<file path="src/rtl/hazard_scoreboard_unit.sv">
// -----------------------------------------------------------------------------
// hazard_scoreboard_unit
//
// Purpose:
//   Hazard detection and forwarding control for the pipelined core.
//   - Compares every source operand of the instruction in R against the
//     destinations of the downstream write stages (index 0 = C, youngest)
//     and registers a per-operand forward select for use in C.
//   - Detects load-use hazards and requests a PC/IR stall plus a C bubble.
//   - Tracks one in-flight long-latency (mul/div) operation in a single-entry
//     scoreboard: stalls RAW, WAW and structural hazards against it and
//     forwards its result in the cycle it completes.
//
// Ports:
//   clk          clock
//   reset        synchronous, active-high reset
//   srcAdr_R     source register addresses in R (operand i at [i*ADR_W +: ADR_W])
//   srcUsed_R    operand i is actually read
//   rdAdr_R      destination of the instruction in R
//   RegWrite_R   instruction in R writes rdAdr_R
//   LongReq_R    instruction in R needs the long-latency unit
//   fwdAdr       destination address per forwarding stage
//   fwdWrite     stage writes its destination
//   fwdLoad      stage holds a load
//   LongIssue_C  long op leaves C this cycle (destination = fwdAdr stage 0)
//   FwdSel_C     registered select per operand: 0 none, k stage k-1,
//                NUM_FWD+1 long-unit result
//   LongDone     one-cycle pulse, long result valid / written this cycle
//   LongBusy     long unit occupied
//   StallPC      hold PC
//   StallIR      hold IR
//   FlushRC      insert bubble into C
// -----------------------------------------------------------------------------
module hazard_scoreboard_unit #(
  parameter int NUM_SRC  = 2,
  parameter int NUM_FWD  = 2,
  parameter int LOAD_RDY = 1,
  parameter int LONG_LAT = 8,
  parameter int ADR_W    = 5,
  parameter int FSEL_W   = $clog2(NUM_FWD + 2)
) (
  input  logic                      clk,
  input  logic                      reset,
  input  logic [NUM_SRC*ADR_W-1:0]  srcAdr_R,
  input  logic [NUM_SRC-1:0]        srcUsed_R,
  input  logic [ADR_W-1:0]          rdAdr_R,
  input  logic                      RegWrite_R,
  input  logic                      LongReq_R,
  input  logic [NUM_FWD*ADR_W-1:0]  fwdAdr,
  input  logic [NUM_FWD-1:0]        fwdWrite,
  input  logic [NUM_FWD-1:0]        fwdLoad,
  input  logic                      LongIssue_C,
  output logic [NUM_SRC*FSEL_W-1:0] FwdSel_C,
  output logic                      LongDone,
  output logic                      LongBusy,
  output logic                      StallPC,
  output logic                      StallIR,
  output logic                      FlushRC
);

  localparam int CNT_W = $clog2(LONG_LAT);
  localparam logic [FSEL_W-1:0] SEL_LONG = FSEL_W'(NUM_FWD + 1);

  // Scoreboard / output registers
  logic [CNT_W-1:0]          cnt_q, cnt_d;
  logic                      busy_q, busy_d;
  logic                      done_q, done_d;
  logic                      pend_valid_q, pend_valid_d;
  logic [ADR_W-1:0]          pend_adr_q, pend_adr_d;
  logic [NUM_SRC*FSEL_W-1:0] fwd_sel_q, fwd_sel_d;

  // Combinational hazard terms
  logic [NUM_FWD-1:0]        smatch_s [NUM_SRC];
  logic [NUM_SRC*FSEL_W-1:0] stage_sel_s;
  logic [NUM_SRC-1:0]        hit_s;
  logic [NUM_SRC-1:0]        ld_s;
  logic [NUM_SRC-1:0]        lmatch_s;
  logic [NUM_SRC*FSEL_W-1:0] sel_s;
  logic                      load_use_s;
  logic                      raw_s;
  logic                      waw_s;
  logic                      struct_s;
  logic                      stall_s;

  // Per operand / per stage address match; register 0 never matches.
  always_comb begin
    for (int i = 0; i < NUM_SRC; i++) begin
      smatch_s[i] = '0;
      for (int k = 0; k < NUM_FWD; k++) begin
        smatch_s[i][k] = srcUsed_R[i] && fwdWrite[k] &&
                         (fwdAdr[k*ADR_W +: ADR_W] != '0) &&
                         (srcAdr_R[i*ADR_W +: ADR_W] == fwdAdr[k*ADR_W +: ADR_W]);
      end
    end
  end

  // Priority pick per operand: walk oldest to youngest so the youngest match
  // (lowest stage index) is the one left standing.
  always_comb begin
    stage_sel_s = '0;
    hit_s       = '0;
    ld_s        = '0;
    for (int i = 0; i < NUM_SRC; i++) begin
      for (int k = NUM_FWD - 1; k >= 0; k--) begin
        stage_sel_s[i*FSEL_W +: FSEL_W] = smatch_s[i][k] ? FSEL_W'(k + 1)
                                                          : stage_sel_s[i*FSEL_W +: FSEL_W];
        ld_s[i]  = smatch_s[i][k] ? (fwdLoad[k] && (k < LOAD_RDY)) : ld_s[i];
        hit_s[i] = hit_s[i] | smatch_s[i][k];
      end
    end
  end

  // Hazard combination and next forward select.
  // The pending entry no longer blocks in its done cycle: its result is
  // forwarded instead, but only when no pipeline stage already supplies it.
  always_comb begin
    sel_s      = '0;
    load_use_s = 1'b0;
    raw_s      = 1'b0;
    lmatch_s   = '0;
    for (int i = 0; i < NUM_SRC; i++) begin
      lmatch_s[i] = srcUsed_R[i] && pend_valid_q &&
                    (srcAdr_R[i*ADR_W +: ADR_W] == pend_adr_q);
      load_use_s  = load_use_s | (hit_s[i] & ld_s[i]);
      raw_s       = raw_s | (lmatch_s[i] & ~done_q);
      sel_s[i*FSEL_W +: FSEL_W] = hit_s[i] ? stage_sel_s[i*FSEL_W +: FSEL_W] :
                                  ((lmatch_s[i] && done_q) ? SEL_LONG : FSEL_W'(0));
    end
    waw_s    = RegWrite_R && pend_valid_q && !done_q &&
               (rdAdr_R == pend_adr_q) && (rdAdr_R != '0);
    struct_s = LongReq_R && busy_q && !done_q;
    stall_s  = load_use_s | raw_s | waw_s | struct_s;
    fwd_sel_d = stall_s ? '0 : sel_s;
  end

  // Long-unit scoreboard next state. An issue is taken when idle or in the
  // done cycle (new entry replaces the retiring one); an issue while busy is
  // ignored. Busy/pending clear at the end of the done cycle.
  always_comb begin
    cnt_d        = cnt_q;
    busy_d       = busy_q;
    pend_valid_d = pend_valid_q;
    pend_adr_d   = pend_adr_q;
    done_d       = 1'b0;
    if (LongIssue_C && (!busy_q || done_q)) begin
      cnt_d        = CNT_W'(LONG_LAT - 1);
      busy_d       = 1'b1;
      pend_valid_d = (fwdAdr[ADR_W-1:0] != '0);
      pend_adr_d   = fwdAdr[ADR_W-1:0];
    end else if (cnt_q != '0) begin
      cnt_d  = cnt_q - CNT_W'(1);
      done_d = (cnt_q == CNT_W'(1));
    end else if (done_q) begin
      busy_d       = 1'b0;
      pend_valid_d = 1'b0;
    end else begin
      cnt_d = cnt_q;
    end
  end

  // State registers with synchronous reset.
  always_ff @(posedge clk) begin
    if (reset) begin
      cnt_q        <= '0;
      busy_q       <= 1'b0;
      done_q       <= 1'b0;
      pend_valid_q <= 1'b0;
      pend_adr_q   <= '0;
      fwd_sel_q    <= '0;
    end else begin
      cnt_q        <= cnt_d;
      busy_q       <= busy_d;
      done_q       <= done_d;
      pend_valid_q <= pend_valid_d;
      pend_adr_q   <= pend_adr_d;
      fwd_sel_q    <= fwd_sel_d;
    end
  end

  assign FwdSel_C = fwd_sel_q;
  assign LongDone = done_q;
  assign LongBusy = busy_q;
  assign StallPC  = stall_s;
  assign StallIR  = stall_s;
  assign FlushRC  = stall_s;

endmodule

</file>
<file path="config.mk">
export PLATFORM = sky130hd
export DESIGN_NAME = hazard_scoreboard_unit
export DESIGN_NICKNAME = d
export VERILOG_FILES = /design/src/rtl/hazard_scoreboard_unit.sv
export SDC_FILE = /design/constraint.sdc
export NUM_CORES = 1
export LEC_CHECK = 0
export BUFFER_PORTS_ARGS = -buffer_cell sky130_fd_sc_hd__buf_2
export CAP_MARGIN = 20
export CORE_AREA = 2 2 53 55
export DETAILED_ROUTE_END_ITERATION = 10
export DIE_AREA = 0 0 55 57
export GPL_TIMING_DRIVEN = 0
export PLACE_DENSITY = 0.76
export SLEW_MARGIN = 40
export SYNTH_ARGS = -nofsm -noshare
export SYNTH_HDL_FRONTEND = slang
export SYNTH_SLANG_ARGS = --single-unit
</file>
<file path="constraint.sdc">
create_clock -name clk -period 2.6 [get_ports clk]
set_input_delay 0.52 -clock clk [delete_from_list [all_inputs] [get_ports clk]]
set_output_delay 0.52 -clock clk [all_outputs]
set_load 0.02 [all_outputs]
</file>
==> impl_metrics.yaml <==
timing:
  layout_setup_ws_ns: -0.00216
  finalSetupViolations: 2
  slew_violations: 0
  fin_crit_sh_pct: 100
  setup_tns_ns: -0.00313
  hold_ws_ns: 0.470
  grt_setup_unrepaired: "yes"
  tightest_slew_ns: 0.533
  final_hold_viol_count: 0
  slew_headroom_pct: 64.1
  final.min_clock_period_ns: 2.60
  fmax_ghz: 0.384
  fin_skew_ns: 0.0143
cells_and_area:
  syn2layout_area_growth_pct: 29.2
  diodes: 0
  final_layout_size_suffix_gt1_share_pct: 31.7
  layout.nets: 229
  fill_cells: 257
  postLayoutCellArea_um2: 1510
  final_util_pct: 57.8
global_route:
  antenna_found_initial: 0
  overflow: 0
  grtUsageTotal_pct: 21.5
  grt_pass1_wl_um: 5060
  grt_max_degree: 11
  grt_pass1_vias: 1179
power:
  powerDensity_nw_per_um2: 416
  p_leak_nw: 0.685
  p_total_w: 0.000628
  irDropWorstVdd_mv: 0.296
floorplan:
  dieWidth_um: 55
  initial_core_util_pct: 44.7
  fp-row-count: 19
  die_area_um2: 3140
  io_pins: 45
  core_um2: 2620
  die_y_um: 57
synth:
  syn_area_um2: 1170
  syn_nets: 177
  syn_area_per_cell_um2: 8.48
  synth_cell_types: 36
  yosysSeqAreaShare_pct: 25.7
  ys_ff_latch: 15
  synthCells: 138
  yosysWarnings: 0
critical_path:
  worstPathRequired_ns: 2.08
  r2r_slack_ns: 0.87
  critPathKind: "in2out"
  r2r_end: "FwdSel_C[1]"
  worst_setup_path_end_kind: "output pin"
  arrival_ns: 2.08
  reg2reg_depth: 5
  cp-start-kind: "input pin"
  crit_fanout: 3
  r2r_start: "pend_adr_q[4]"
route:
  via_count: 1151
  wl_um: 2870
  wl_per_cell_um: 13.1
  firstDrtPassIters: 4
  drc: 0
  drt-initial-drc-count: 20
  ant_nets: 0
  viasPerCell: 5.23
placed_design:
  hpwl_um: 2440
  placed_area_um2: 1420
  place.gp.congestion: 0.895
  numPortBuffers: 43
clocking:
  cts_htree_levels: 1
  cts_buffers: 3
  hold_buffers: 0
  clockBufferDepth: 2
  cts-root-buf: "clkbuf_4"
  cts_tree: "built"
  clock-sinks: 15
  clk_latency_ns: 0.29
  clk_pin_slew_ns: 0.08
outcome:
  status: "finished, violations left"
  violations: "setup timing"
hold_path:
  min_path_cells: 3
  worstHoldStart: "LongIssue_C"
  holdPathEnd: "LongBusy"
  hp-class: "in2reg"
job:
  max_cap_viol_count: 0
[cells in the mapped netlist, drive strengths merged]
library cell  count  area share [%]
a21o              1            0.64
a21oi             5             2.1
a22o              1             1.5
a31oi             1            0.54
and2              1            0.54
and3              2             1.1
and4b             1            0.86
buf               2             1.3
clkbuf            2            0.64
dfxtp            15              26
ha                3             3.2
inv               6             1.9
mux2i             6             5.1
nand2             6             1.9
nand2b            1            0.54
nand3             3             1.3
nand3b            2             1.3
nand4             6             3.2
nand4b            1            0.75
nor2             14             4.7
nor2b             1            0.54
nor3              6             2.6
nor4              2             1.1
nor4b             1             2.0
o21ai             6             3.5
o22ai             1            0.54
o31a              1            0.75
or2               2             1.1
or3               1            0.64
or4               3             2.2
xnor2            26              19
xor2              9             6.7
[report_power, final]
group	internal [W]	switching, W	total, W
clock network	0.0000596	0.0000748	0.000134
registers	0.000248	0.0000181	0.000266
logic	0.000113	0.000115	0.000228
total	0.000421	0.000208	0.000628
[through the flow]
step / worst slack (ns) / cells
4_1_cts: -0.0278 / 219
3_3_place_gp: -0.105 / 212
6_report: -0.00216 / 220
2_1_floorplan: 0.00897 / 138
3_5_place_dp: -0.131 / 212
5_1_grt: -0.0644 / 220
[worst max-delay path, stage by stage]
cell and delay (ns):
buf_8 0.09, or4_4 0.54, o21ai_4 0.15, nor2_2 0.06, a22o_4 0.23, nand3b_1 0.20, buf_4 0.16, buf_6 0.12
[per-layer routing]
layer  part of all wire (%)  track usage, %  wire, um  vias to the layer above
met2                     52            37.8      1500                       31
met1                     42            25.7      1210                      535
met5                      0               0         0                        -
met3                    4.5            3.40       129                        6
met4                    1.3            7.67        36                        0
li1                       -               -         -                      579
[flip-flops by register name (all words and copies together) (netlist names)]
name and cells:
pend_adr_q 5, FwdSel_C 4, cnt_q 3, LongBusy 1
LongDone 1, pend_valid_q 1
[placed cells by master, fill, tap and decap left out, types with 2 or more instances in the layout]
master / Yosys / layout
nor4_1: 2 / 2
nor2_1: 13 / 13
dfxtp_1: 15 / 15
buf_2: 0 / 38
xor2_1: 9 / 9
nand3b_1: 2 / 2
nand4_1: 6 / 6
buf_4: 2 / 7
or4_1: 2 / 2
and3_1: 2 / 2
nand3_1: 3 / 3
buf_6: 0 / 3
nor3_1: 6 / 6
ha_1: 3 / 3
clkbuf_1: 2 / 3
nand2_1: 6 / 6
clkbuf_4: 0 / 3
mux2i_1: 6 / 6
a21oi_1: 5 / 5
o21ai_0: 4 / 4
inv_1: 6 / 6
xnor2_1: 26 / 26
or2_2: 2 / 2
[cell type report]
class	instances	area [um^2]	area share, %
Multi-Input combinational cell	113	825	54.6
Sequential cell	15	300	19.9
Clock buffer	4	26.3	1.74
Inverter	6	22.5	1.49
Buffer	4	22.5	1.49
Tap cell	31	38.8	2.57
Timing Repair Buffer	47	277	18.3
[what timing repair did]
item                                    in CTS  in global routing
setup buffers                                3                  1
gates resized for setup                      9                  1
endpoints found under the setup margin       3                  3
pin swaps                                    4                  1
[kinds of logic after synthesis]
kind of cell	synth area share (%)
simple gates	26.3
xor+xnor	26.2
compound gates	9.63
flops	25.7
buf+inv	3.85
mux	5.13
fa+ha+maj	3.21
[worst max path at each step]
stage | to | slack [ns] | from | depth (start not counted)
after floorplan | StallIR | 0.009 | fwdAdr[1] | 6
after global placement | StallIR | -0.11 | fwdAdr[1] | 8
after detailed placement | StallIR | -0.13 | fwdAdr[1] | 8
after CTS | StallIR | -0.03 | fwdAdr[4] | 8
after global routing | StallIR | -0.06 | fwdAdr[4] | 8
final | StallIR | -0.002 | fwdAdr[4] | 8
Note: power is estimated with default switching activity, not from simulation.
